<file path="config.mk">
export PLATFORM = sky130hd
export DESIGN_NAME = plab4_net_router_output_ctrl
export DESIGN_NICKNAME = d
export VERILOG_FILES = /design/src/rtl/plab4_net_router_output_ctrl_pkg.sv /design/src/rtl/plab4_net_router_output_ctrl_arb.sv /design/src/rtl/plab4_net_router_output_ctrl.sv
export SDC_FILE = /design/constraint.sdc
export NUM_CORES = 1
export LEC_CHECK = 0
export BUFFER_PORTS_ARGS = -buffer_cell sky130_fd_sc_hd__buf_2
export CAP_MARGIN = 20
export CELL_PAD_IN_SITES_DETAIL_PLACEMENT = 1
export CELL_PAD_IN_SITES_GLOBAL_PLACEMENT = 1
export CORE_UTILIZATION = 39
export CTS_BUF_LIST = sky130_fd_sc_hd__clkbuf_8
export CTS_CLUSTER_DIAMETER = 80
export DETAILED_ROUTE_END_ITERATION = 8
export GPL_ROUTABILITY_DRIVEN = 0
export GPL_TIMING_DRIVEN = 1
export PLACE_DENSITY = 0.94
export SLEW_MARGIN = 40
export SYNTH_ARGS = -nofsm -noshare
export SYNTH_HDL_FRONTEND = slang
export SYNTH_HIERARCHICAL = 1
export SYNTH_SLANG_ARGS = --single-unit
</file>
<file path="constraint.sdc">
create_clock -name clk -period 3.4 [get_ports clk]
set_input_delay 0.17 -clock clk [delete_from_list [all_inputs] [get_ports clk]]
set_output_delay 0.17 -clock clk [all_outputs]
set_load 0.02 [all_outputs]
</file>
<file path="src/rtl/plab4_net_router_output_ctrl_pkg.sv">
// Shared definitions for the ring-router output-port controller: port
// indices, default message width, queue depth and round-robin helpers.
package plab4_net_router_output_ctrl_pkg;

  // Number of input controllers competing for one output port
  localparam int unsigned NUM_PORTS   = 32'd3;

  // Default network message width (header + payload)
  localparam int unsigned MSG_NBITS   = 32'd32;

  // Output queue depth; the pointer/count logic assumes exactly two entries
  localparam int unsigned QUEUE_DEPTH = 32'd2;

  // Port indices, also used as priority-pointer and winner encodings
  localparam logic [1:0] PORT_0 = 2'd0;
  localparam logic [1:0] PORT_1 = 2'd1;
  localparam logic [1:0] PORT_2 = 2'd2;

  // The 2-bit pointer has one illegal code (3); fold it back onto port 0
  function automatic logic [1:0] sanitize_ptr(input logic [1:0] ptr);
    logic [1:0] res;
    if (ptr == 2'd3) begin
      res = PORT_0;
    end else begin
      res = ptr;
    end
    return res;
  endfunction

  // Priority pointer after a win: the port just past the winner, mod 3
  function automatic logic [1:0] next_ptr(input logic [1:0] winner);
    logic [1:0] res;
    case (winner)
      PORT_0:  res = PORT_1;
      PORT_1:  res = PORT_2;
      PORT_2:  res = PORT_0;
      default: res = PORT_0;
    endcase
    return res;
  endfunction

  // One-hot grant vector for a port index
  function automatic logic [2:0] port_onehot(input logic [1:0] idx);
    logic [2:0] res;
    case (idx)
      PORT_0:  res = 3'b001;
      PORT_1:  res = 3'b010;
      PORT_2:  res = 3'b100;
      default: res = 3'b000;
    endcase
    return res;
  endfunction

endpackage

</file>
<file path="src/rtl/plab4_net_router_output_ctrl_arb.sv">
// Three-way round-robin arbiter. Purely combinational: searches the request
// vector starting at the priority pointer and wrapping mod 3, and reports the
// one-hot grant plus the winner index. Grants are suppressed when disabled.
module plab4_net_router_output_ctrl_arb
  import plab4_net_router_output_ctrl_pkg::*;
(
  input  logic [2:0] i_reqs,
  input  logic [1:0] i_ptr,
  input  logic       i_en,
  output logic [2:0] o_grants,
  output logic [1:0] o_winner
);

  logic [1:0] w_ptr;
  logic       w_found;
  logic [1:0] w_winner;

  // Pick the first requester in the order ptr, ptr+1, ptr+2 (mod 3)
  always_comb begin
    w_ptr    = sanitize_ptr(i_ptr);
    w_found  = 1'b0;
    w_winner = PORT_0;
    case (w_ptr)
      PORT_1: begin
        if (i_reqs[1]) begin
          w_found = 1'b1; w_winner = PORT_1;
        end else if (i_reqs[2]) begin
          w_found = 1'b1; w_winner = PORT_2;
        end else if (i_reqs[0]) begin
          w_found = 1'b1; w_winner = PORT_0;
        end else begin
          w_found = 1'b0; w_winner = PORT_0;
        end
      end
      PORT_2: begin
        if (i_reqs[2]) begin
          w_found = 1'b1; w_winner = PORT_2;
        end else if (i_reqs[0]) begin
          w_found = 1'b1; w_winner = PORT_0;
        end else if (i_reqs[1]) begin
          w_found = 1'b1; w_winner = PORT_1;
        end else begin
          w_found = 1'b0; w_winner = PORT_0;
        end
      end
      default: begin
        // PORT_0, and the folded illegal code
        if (i_reqs[0]) begin
          w_found = 1'b1; w_winner = PORT_0;
        end else if (i_reqs[1]) begin
          w_found = 1'b1; w_winner = PORT_1;
        end else if (i_reqs[2]) begin
          w_found = 1'b1; w_winner = PORT_2;
        end else begin
          w_found = 1'b0; w_winner = PORT_0;
        end
      end
    endcase
  end

  // Qualify the winner with the enable; no grant when nothing was found
  always_comb begin
    if (i_en && w_found) begin
      o_grants = port_onehot(w_winner);
    end else begin
      o_grants = 3'b000;
    end
    o_winner = w_winner;
  end

endmodule

</file>
<file path="src/rtl/plab4_net_router_output_ctrl.sv">
// Per-output-port controller of the ring router. Arbitrates round-robin
// among the three input controllers, muxes the winning head message into a
// two-entry output queue, and drives the outgoing val/rdy channel from the
// queue head. Enqueued data becomes visible one cycle after the grant.
module plab4_net_router_output_ctrl
  import plab4_net_router_output_ctrl_pkg::*;
#(
  parameter int unsigned p_msg_nbits   = MSG_NBITS,
  parameter int unsigned p_num_entries = QUEUE_DEPTH
) (
  input  logic                   clk,
  input  logic                   rst_n,
  input  logic [2:0]             i_reqs,
  output logic [2:0]             o_grants,
  input  logic [p_msg_nbits-1:0] i_in_msg0,
  input  logic [p_msg_nbits-1:0] i_in_msg1,
  input  logic [p_msg_nbits-1:0] i_in_msg2,
  output logic                   o_out_val,
  input  logic                   i_out_rdy,
  output logic [p_msg_nbits-1:0] o_out_msg
);

  // Occupancy at which the queue refuses further grants
  localparam logic [1:0] FULL_COUNT = 2'(p_num_entries);

  logic [1:0]             r_ptr;
  logic [1:0]             r_count;
  logic                   r_enq_ptr;
  logic                   r_deq_ptr;
  logic [p_msg_nbits-1:0] r_data [0:1];

  logic                   w_arb_en;
  logic [2:0]             w_grants;
  logic [1:0]             w_winner;
  logic                   w_enq;
  logic                   w_deq;
  logic [p_msg_nbits-1:0] w_enq_msg;

  // Grants only while there is room and the block is out of reset, so an
  // input controller never sees a grant during reset or into a full queue.
  // out_rdy deliberately plays no part: a full queue is never bypassed.
  assign w_arb_en = (r_count < FULL_COUNT) && rst_n;

  plab4_net_router_output_ctrl_arb u_arb (
    .i_reqs   (i_reqs),
    .i_ptr    (r_ptr),
    .i_en     (w_arb_en),
    .o_grants (w_grants),
    .o_winner (w_winner)
  );

  assign o_grants  = w_grants;
  assign w_enq     = |w_grants;
  assign o_out_val = (r_count != 2'd0);
  assign w_deq     = o_out_val && i_out_rdy;
  assign o_out_msg = r_data[r_deq_ptr];

  // Select the winning input's head message for enqueue
  always_comb begin
    case (w_winner)
      PORT_0:  w_enq_msg = i_in_msg0;
      PORT_1:  w_enq_msg = i_in_msg1;
      PORT_2:  w_enq_msg = i_in_msg2;
      default: w_enq_msg = i_in_msg0;
    endcase
  end

  // Priority pointer moves past the winner on a transfer, holds otherwise
  always_ff @(posedge clk or negedge rst_n) begin
    if (!rst_n) begin
      r_ptr <= PORT_0;
    end else if (w_enq) begin
      r_ptr <= next_ptr(w_winner);
    end else begin
      r_ptr <= sanitize_ptr(r_ptr);
    end
  end

  // Occupancy: +1 enq-only, -1 deq-only, unchanged on both or neither
  always_ff @(posedge clk or negedge rst_n) begin
    if (!rst_n) begin
      r_count <= 2'd0;
    end else begin
      case ({w_enq, w_deq})
        2'b10: begin
          if (r_count < FULL_COUNT) begin
            r_count <= r_count + 2'd1;
          end else begin
            r_count <= r_count;
          end
        end
        2'b01: begin
          if (r_count != 2'd0) begin
            r_count <= r_count - 2'd1;
          end else begin
            r_count <= r_count;
          end
        end
        default: r_count <= r_count;
      endcase
    end
  end

  // Tail pointer toggles on each enqueue (two entries, wraps 1->0)
  always_ff @(posedge clk or negedge rst_n) begin
    if (!rst_n) begin
      r_enq_ptr <= 1'b0;
    end else if (w_enq) begin
      r_enq_ptr <= ~r_enq_ptr;
    end else begin
      r_enq_ptr <= r_enq_ptr;
    end
  end

  // Head pointer toggles on each dequeue (two entries, wraps 1->0)
  always_ff @(posedge clk or negedge rst_n) begin
    if (!rst_n) begin
      r_deq_ptr <= 1'b0;
    end else if (w_deq) begin
      r_deq_ptr <= ~r_deq_ptr;
    end else begin
      r_deq_ptr <= r_deq_ptr;
    end
  end

  // Queue storage; cleared on reset so dropped messages cannot resurface
  always_ff @(posedge clk or negedge rst_n) begin
    if (!rst_n) begin
      r_data[0] <= {p_msg_nbits{1'b0}};
      r_data[1] <= {p_msg_nbits{1'b0}};
    end else if (w_enq) begin
      r_data[r_enq_ptr] <= w_enq_msg;
    end else begin
      r_data[0] <= r_data[0];
      r_data[1] <= r_data[1];
    end
  end

endmodule

</file>
==> metrics.md, run 1 <==
| Metric | Value |
|---|---|
| Leading cell type in the layout, fill and taps excluded | `buf_2` |
| #FFs+latches synth | `70` |
| Synthesized Nets | `486` |
| CP Max Fanout | `32` |
| Met3 Use GR | `4.90%` |
| WL final | `around 13000 µm` |
| Max-slew violation count | `0` |
| Fin nets | `612` |
| Die height | `approximately 100 µm` |
| Crit share post-route | `89.5%` |
| Met1 Use GR | `31.4%` |
| Wirelength per Cell | `between 20 and 25 µm` |
| Worst Tran Pin Value | `0.692 ns` |
| CTS clock-pin slew for the worst setup and hold paths | `~0.08 ns` |
| Via Count | `3705` |
| Fin Hold WS | `0.140 ns` |
| Filler cells | `1085` |
| Unrepaired setup endpoints after global routing | `false` |
| Total gr overflow | `0` |
| Final cell count without fillers | `639` |
| Critical Path Start Type | `register` |
| Multi-input logic area | `between 1500 and 2000 µm²` |
| GR met2 Demand/Resource | `46.2%` |
| P_int | `2.82 mW` |
| Critical path arrival | `3.27 ns` |
| TNS Setup | `0 ns` |
| Final setup vio count | `0` |
| Part of the power in registers | `29.1%` |
| Fin util | `about half` |
| Synthesized cell area | `3870 µm²` |
| Num Clock Sinks | `70` |
| Initial DRT Pass Iterations | `4` |
| Vias in the first global route | `4056` |
| Ant. Diodes | `0` |
| Status | `finished clean` |
| Worst hold path type | `in2reg` |
| Antenna violations before repair | `0` |
| Via-to-Cell Ratio | `5.80` |
| Placeable core area | `9420 µm²` |
| Max_slew headroom | `a little over half` |
| FP Rows | `35` |
| Cells taking the most area after synthesis | `dfrtp_1 (45%), o31ai_1 (12%), mux2_2 (9.3%)` |
| Leakage | `2.32 nW` |
| Ys async rst share | `100%` |
| Final Skew | `~0.0099 ns` |
| Max clock buf depth | `2` |
| I/O Buffers | `137` |
| Post-synthesis cell type count | `38` |
| Synthesized instance count | `379` |
| Final hold violation count | `0` |
| Clk_lat worst skew | `0.34 ns` |
| VDD IR max | `roughly 0.0005 V` |
| Largest net degree at the start of global routing | `slightly above 70` |
| Register area | `between 1500 and 2000 µm²` |
| Combinational Power Share | `55.0%` |
| Fmax | `0.329 GHz` |
| Critical Path Sink Type | `register` |
| Required @ worst endpoint | `roughly 3.6 ns` |
| Initial drt markers | `127` |
| Area share of the largest cell type after synthesis | `between 40% and 50%` |
| DRT antenna net count | `0` |
| Share of post-route cells with drive strength above 1 | `40.6%` |
| Synth area leader | `dfrtp_1` |
| Post-synthesis sequential area ratio | `45.3%` |
| Starting Density | `between 40% and 50%` |
| CTS Root Cell | `clkbuf_8` |
| Crit path time final | `3.04 ns` |
| Commonest non-fill, non-tap cells in the layout | `buf_2 (136), dfrtp_1 (69), o31ai_1 (64), nand2_1 (38), nor2_1 (36)` |
| Clock power frac | `15.9%` |
| Post-DP HPWL | `about 8500 µm` |
| Residual DRC count | `0` |
| Die X-Extent | `slightly above 100 µm` |
| Placed Cells | `622` |
| Die area | `10300 µm²` |
| H-tree Lvls | `3` |
| CTS tree | `yes` |
| First-pass GRT wire length | `roughly 20000 µm` |
| Worst Setup Path Type | `reg2reg` |
| PwrDens | `1070 nW/µm²` |
| Post-synth EDFFs | `0` |
| Max Cap Viol | `0` |
| I/O pin cnt | `138` |
| Grt peak-use layer | `met2` |
| CTS buffer count | `9` |
| CTS resizes | `0` |
| Ys Warns | `6` |
| Gr usage total | `approximately a quarter` |
| Tot Pwr | `5.21 mW` |
| Area growth from synthesis to layout | `26.2%` |
| Sw Ratio | `46.0%` |
| Syn avg cell area | `approximately 10 µm²` |
| Switching power | `2.40 mW` |
| Synth Flop Type | `dfrtp_1` |
synthesized netlist by cell type, types with 2 or more instances:
library cell and number:
buf_2 15, buf_4 3, o31ai_1 64, nor2_1 36, nor2b_1 2, inv_1 7, nand2_1 38, o21ai_0 32
a221oi_1 32, ha_1 5, buf_6 6, clkbuf_1 11, mux2_2 32, xnor2_1 2, nand3b_1 2, dfrtp_1 70
timing repair:
action,in CTS,in global routing
hold buffers,0,1
buffers inserted,0,0
hold endpoints to repair,0,41
setup endpoints to repair,0,0
kinds of logic after synthesis:
logic type | share of synthesized area, %
compound gates | 26.7
xor+xnor | 0.453
fa+ha+maj | 1.62
buf+inv | 6.02
flops | 45.3
mux | 9.58
simple gates | 10.4
through the flow:
stage	setup WS, ns	instance area, µm²
finish	0.357	4880
global route	0.194	4880
CTS	0.157	4850
detailed placement	0.253	4610
global placement	0.359	4610
floorplan	0.0954	3870
layer usage:
metal  vias up  wire, µm
met5         -         0
met2       126      6670
li1       1687         -
met3        20       669
met4         0       233
met1      1872      5330
critical path: stages, from the launching register on:
cell      delay (ns)
dfrtp_1         0.40
inv_1           0.07
ha_1            0.36
nor2b_1         0.25
o21ai_1         0.16
a21oi_1         0.25
inv_1           0.12
ha_1            0.32
inv_2           0.48
a221oi_1        0.15
o31ai_1         0.36
power by group through the flow:
stage	combinational (mW)	sequential [mW]	clock [mW]
after floorplan	2.14	1.37	0
after global placement	2.71	1.47	0
after detailed placement	2.83	1.52	0
after CTS	2.87	1.51	0.840
after global routing	3.11	1.56	0.878
final	2.86	1.52	0.830
worst paths after layout:
kind                       slack [ns]  cells past startpoint       from    endpoint
max                              0.36                     10   r_ptr[0]  r_data[17]
min in group asynchronous        0.54                      3      rst_n   r_data[5]
min reg2reg                      0.48                      2  r_data[0]   r_data[0]
max in group asynchronous        2.41                      3      rst_n   r_deq_ptr
max reg2reg                      0.36                     10   r_ptr[0]  r_data[17]
min                              0.14                      3  i_out_rdy   r_deq_ptr
cell type report:
cell class / instances / share of cell area (%)
inverters: 7 / 0.538
multi-input cells: 267 / 38.9
flip-flops and latches: 70 / 35.9
repair buffers: 150 / 16.2
clock inverters: 6 / 2.26
clock buffers: 10 / 2.82
well taps: 129 / 3.31
state kept, by name, indices dropped and copies added, names as in the netlist:
| name | count |
|---|---|
| r_deq_ptr | 1 |
| r_ptr | 2 |
| r_count | 2 |
| r_data | 64 |
| r_enq_ptr | 1 |
Note: power is estimated with default switching activity, not from simulation.
==> run 2: changes to the inputs <==
--- a/config.mk
+++ b/config.mk
@@ -7,10 +7,8 @@
 export LEC_CHECK = 0
 export BUFFER_PORTS_ARGS = -buffer_cell sky130_fd_sc_hd__buf_2
 export CAP_MARGIN = 20
-export CELL_PAD_IN_SITES_DETAIL_PLACEMENT = 1
-export CELL_PAD_IN_SITES_GLOBAL_PLACEMENT = 1
-export CORE_UTILIZATION = 39
-export CTS_BUF_LIST = sky130_fd_sc_hd__clkbuf_8
+export CORE_UTILIZATION = 52
+export CTS_BUF_LIST = sky130_fd_sc_hd__clkbuf_4 sky130_fd_sc_hd__clkbuf_8
 export CTS_CLUSTER_DIAMETER = 80
 export DETAILED_ROUTE_END_ITERATION = 8
 export GPL_ROUTABILITY_DRIVEN = 0
@@ -19,5 +17,4 @@
 export SLEW_MARGIN = 40
 export SYNTH_ARGS = -nofsm -noshare
 export SYNTH_HDL_FRONTEND = slang
-export SYNTH_HIERARCHICAL = 1
 export SYNTH_SLANG_ARGS = --single-unit
==> run 2 against run 1 <==
  * Cell count shrank 11%
  * The flow now finishes with violations (hold timing)
  * Largest cell class unchanged
  * Synthesized cell count is 12% lower
  * Global-route usage fell by 2.6 points
  * Clock skew decreased by 0.00096 ns
  * First-iteration DRC count grew 5.5%
  * Flip-flop and latch count unchanged
  * Highest routed layer unchanged
  * Critical path type unchanged
  * Non-clock buffer count is 5 lower
  * Critical path depth up 1
  * Clock-buffer cell count rose by 1
  * Combinational power rose by 15%
  * Utilization is 16 points higher
  * Worst hold slack got worse by 0.17 ns
==> metrics.md, run 2 <==
| Metric | Value |
|---|---|
| Synth area leader | `dfrtp_1 (unchanged)` |
| Placement Cell Area | `4710 µm² (was 4610 µm²)` |
| Leading registers by flop count | `r_data: 64 flops, r_count: 2 flops, r_ptr: 2 flops (unchanged)` |
| Most common cell in the synthesized netlist | `dfrtp_1 (unchanged)` |
| Ys Warns | `0 (was 6)` |
| Filler cells | `562 (was 1085)` |
| Post-DP HPWL | `6560 µm (was 8540 µm)` |
| #FFs+latches synth | `70 (unchanged)` |
| Die area | `7970 µm² (was 10300 µm²)` |
| Final instance area | `4920 µm² (was 4880 µm²)` |
| Max clock buf depth | `2 (unchanged)` |
| I/O Buffers | `137 (unchanged)` |
| Die height | `89.3 µm (was 102 µm)` |
| Fin nets | `574 (was 612)` |
| Num Clock Sinks | `70 (unchanged)` |
| Post-synthesis cell type count | `28 (was 38)` |
| Critical path arrival | `3.24 ns (was 3.27 ns)` |
| CTS buffer count | `9 (unchanged)` |
| Gr usage total | `23.4% (was 26.0%)` |
| Initial drt markers | `134 (was 127)` |
| DRT antenna net count | `0 (unchanged)` |
| Synthesized instance count | `334 (was 379)` |
| Clk_lat worst skew | `0.34 ns (about the same)` |
| Biggest register | `r_data (unchanged)` |
| Critical Path Start Type | `register (unchanged)` |
| Ys async rst share | `100% (unchanged)` |
| Fin Hold WS | `-0.0270 ns (was 0.140 ns)` |
| FP Rows | `31 (was 35)` |
| Synthesized Nets | `444 (was 486)` |
| Total gr overflow | `0 (unchanged)` |
| VDD IR max | `0.000567 V (was 0.000489 V)` |
| Initial DRT Pass Iterations | `5 (was 4)` |
| Residual DRC count | `0 (unchanged)` |
| Synth Flop Type | `dfrtp_1 (unchanged)` |
| Vias in the first global route | `3036 (was 4056)` |
| CTS tree | `yes (unchanged)` |
| Failing checks | `hold timing` |
| Via Count | `3100 (was 3705)` |
| PwrDens | `1120 nW/µm² (was 1070 nW/µm²)` |
| H-tree Lvls | `3 (unchanged)` |
| Max reg flops | `64 (unchanged)` |
| CTS clock-pin slew for the worst setup and hold paths | `0.08 ns (about the same)` |
| CP Max Fanout | `19 (was 32)` |
| Die X-Extent | `89.3 µm (was 102 µm)` |
| Worst Setup Path Type | `reg2reg (unchanged)` |
| Wirelength per Cell | `16.1 µm (was 20.2 µm)` |
| Hold_buf cts | `0 (unchanged)` |
| Reg2Reg Depth | `11 (was 10)` |
| Commonest cells in the synthesized netlist | `dfrtp_1 (70), mux2_2 (65), a21oi_1 (34) (was dfrtp_1 (70), o31ai_1 (64), nand2_1 (38))` |
| Starting Density | `54.3% (was 41.1%)` |
| Worst r2r dst | `r_data[19] (was r_data[17])` |
| Placed Cells | `552 (was 622)` |
| Crit share post-route | `89.0% (was 89.5%)` |
| Cells taking the most area after synthesis | `dfrtp_1 (44%), mux2_2 (18%), mux2_4 (11%) (was dfrtp_1 (45%), o31ai_1 (12%), mux2_2 (9.3%))` |
| TNS Setup | `0 ns (unchanged)` |
| Max-slew violation count | `0 (unchanged)` |
| Area share of the largest cell type after synthesis | `44.2% (was 45.3%)` |
| Syn avg cell area | `11.9 µm² (was 10.2 µm²)` |
| Status | `complete, but fails checks (was finished clean)` |
| Post-synthesis sequential area ratio | `44.2% (was 45.3%)` |
| Synthesized cell area | `3960 µm² (was 3870 µm²)` |
| Antenna violations before repair | `0 (unchanged)` |
| Worst hold path type | `in2async (was in2reg)` |
| Final Skew | `0.00892 ns (was 0.00987 ns)` |
| Tot Pwr | `5.53 mW (was 5.21 mW)` |
| Ant. Diodes | `0 (unchanged)` |
| Unrepaired setup endpoints after global routing | `false (unchanged)` |
| Fmax | `0.331 GHz (was 0.329 GHz)` |
| Post-synth EDFFs | `0 (unchanged)` |
| Max Cap Viol | `0 (unchanged)` |
| Max_slew headroom | `50.1% (was 53.1%)` |
| WL final | `9130 µm (was 12900 µm)` |
| Placeable core area | `7290 µm² (was 9420 µm²)` |
| RR Startpoint | `r_ptr[0] (unchanged)` |
| Via-to-Cell Ratio | `5.46 (was 5.80)` |
| Reg2Reg Setup Slack | `0.38 ns (was 0.36 ns)` |
| First-pass GRT wire length | `14000 µm (was 20500 µm)` |
| Commonest non-fill, non-tap cells in the layout | `buf_2 (137), dfrtp_1 (70), mux2_2 (65), a21oi_1 (34), nor2_1 (33) (was buf_2 (136), dfrtp_1 (69), o31ai_1 (64), nand2_1 (38), nor2_1 (36))` |
| Area growth from synthesis to layout | `24.1% (was 26.2%)` |
| Final hold violation count | `35 (was 0)` |
| I/O pin cnt | `138 (unchanged)` |
| Final cell count without fillers | `568 (was 639)` |
| Share of post-route cells with drive strength above 1 | `55.9% (was 40.6%)` |
| Worst Tran Pin Value | `0.749 ns (was 0.692 ns)` |
| CTS Root Cell | `clkbuf_8 (unchanged)` |
| Required @ worst endpoint | `3.62 ns (about the same)` |
| Leakage | `2.36 nW (was 2.32 nW)` |
| Crit path time final | `3.02 ns (was 3.04 ns)` |
| Largest net degree at the start of global routing | `71 (unchanged)` |
| Final setup vio count | `0 (unchanged)` |
| Critical Path Sink Type | `register (unchanged)` |
| Leading cell type in the layout, fill and taps excluded | `buf_2 (unchanged)` |
-- run 2: worst max-delay path by stage --
stage | from | end | slack (ns) | depth (start not counted)
floorplan | r_ptr[1] | r_data[34] | 0.49 | 12
global placement | r_ptr[0] | r_data[25] | 0.41 | 11
detailed placement | r_ptr[1] | r_data[19] | 0.20 | 10
CTS | r_ptr[1] | r_data[19] | 0.19 | 10
global route | r_ptr[1] | r_data[19] | 0.17 | 10
finish | r_ptr[0] | r_data[19] | 0.38 | 11
-- run 2: metal layers --
| metal | vias up | global-route usage, % | part of all wire, % |
|---|---|---|---|
| li1 | 1468 | - | - |
| met2 | 107 | 41.1 | 51 |
| met3 | 17 | 4.25 | 5.3 |
| met1 | 1508 | 28.6 | 42 |
| met4 | 0 | 9.38 | 1.4 |
| met5 | - | 0 | 0 |
-- run 2: report_power, final --
part | internal (mW) | switching (mW) | leakage, nW
clock network | 0.367 | 0.310 | 0.0990
registers | 1.27 | 0.276 | 0.836
logic | 1.60 | 1.70 | 1.43
total | 3.24 | 2.29 | 2.36
-- run 2: through the flow --
stage | hold WS (ns) | util, % | setup WS [ns]
6_report | -0.0270 | 67.4 | 0.375
5_1_grt | 0.0157 | 67.4 | 0.170
4_1_cts | 0.103 | 67.4 | 0.187
3_5_place_dp | 0.469 | 64.6 | 0.202
3_3_place_gp | 0.459 | 64.6 | 0.414
2_1_floorplan | -0.126 | - | 0.491
-- run 2: worst max-delay path: stages (launching register included) --
cell and delay [ns]:
dfrtp_1 0.35, inv_1 0.06, ha_1 0.35, nand2b_1 0.15
a21oi_1 0.07, o21ai_1 0.31, inv_1 0.09, ha_1 0.22
or3_4 0.41, nand3_2 0.32, buf_12 0.22, mux2_2 0.35
-- run 2: area by class of cell --
class	count	area, µm²	share of cell area [%]
timing repair buffer	145	774	15.8
clock inverter	5	58.8	1.20
clock buffer	11	145	2.95
inverter	5	18.8	0.382
multi-input combinational	233	2040	41.6
sequential	70	1750	35.6
tap	99	124	2.52
-- run 2: repair_timing --
action                                  in CTS  in global routing
endpoints found under the setup margin       0                 19
gates resized for setup                      0                  1
buffers inserted                             0                  0
-- run 2: logic make-up (layout without fill, tap and decap cells) --
family	after synthesis	after routing	synth area share, %
compound gates	70	70	11.0
xor+xnor	2	2	0.442
fa+ha+maj	8	8	2.53
buf+inv	31	166	4.29
flops	70	70	44.2
mux	98	98	30.7
simple gates	55	55	6.88
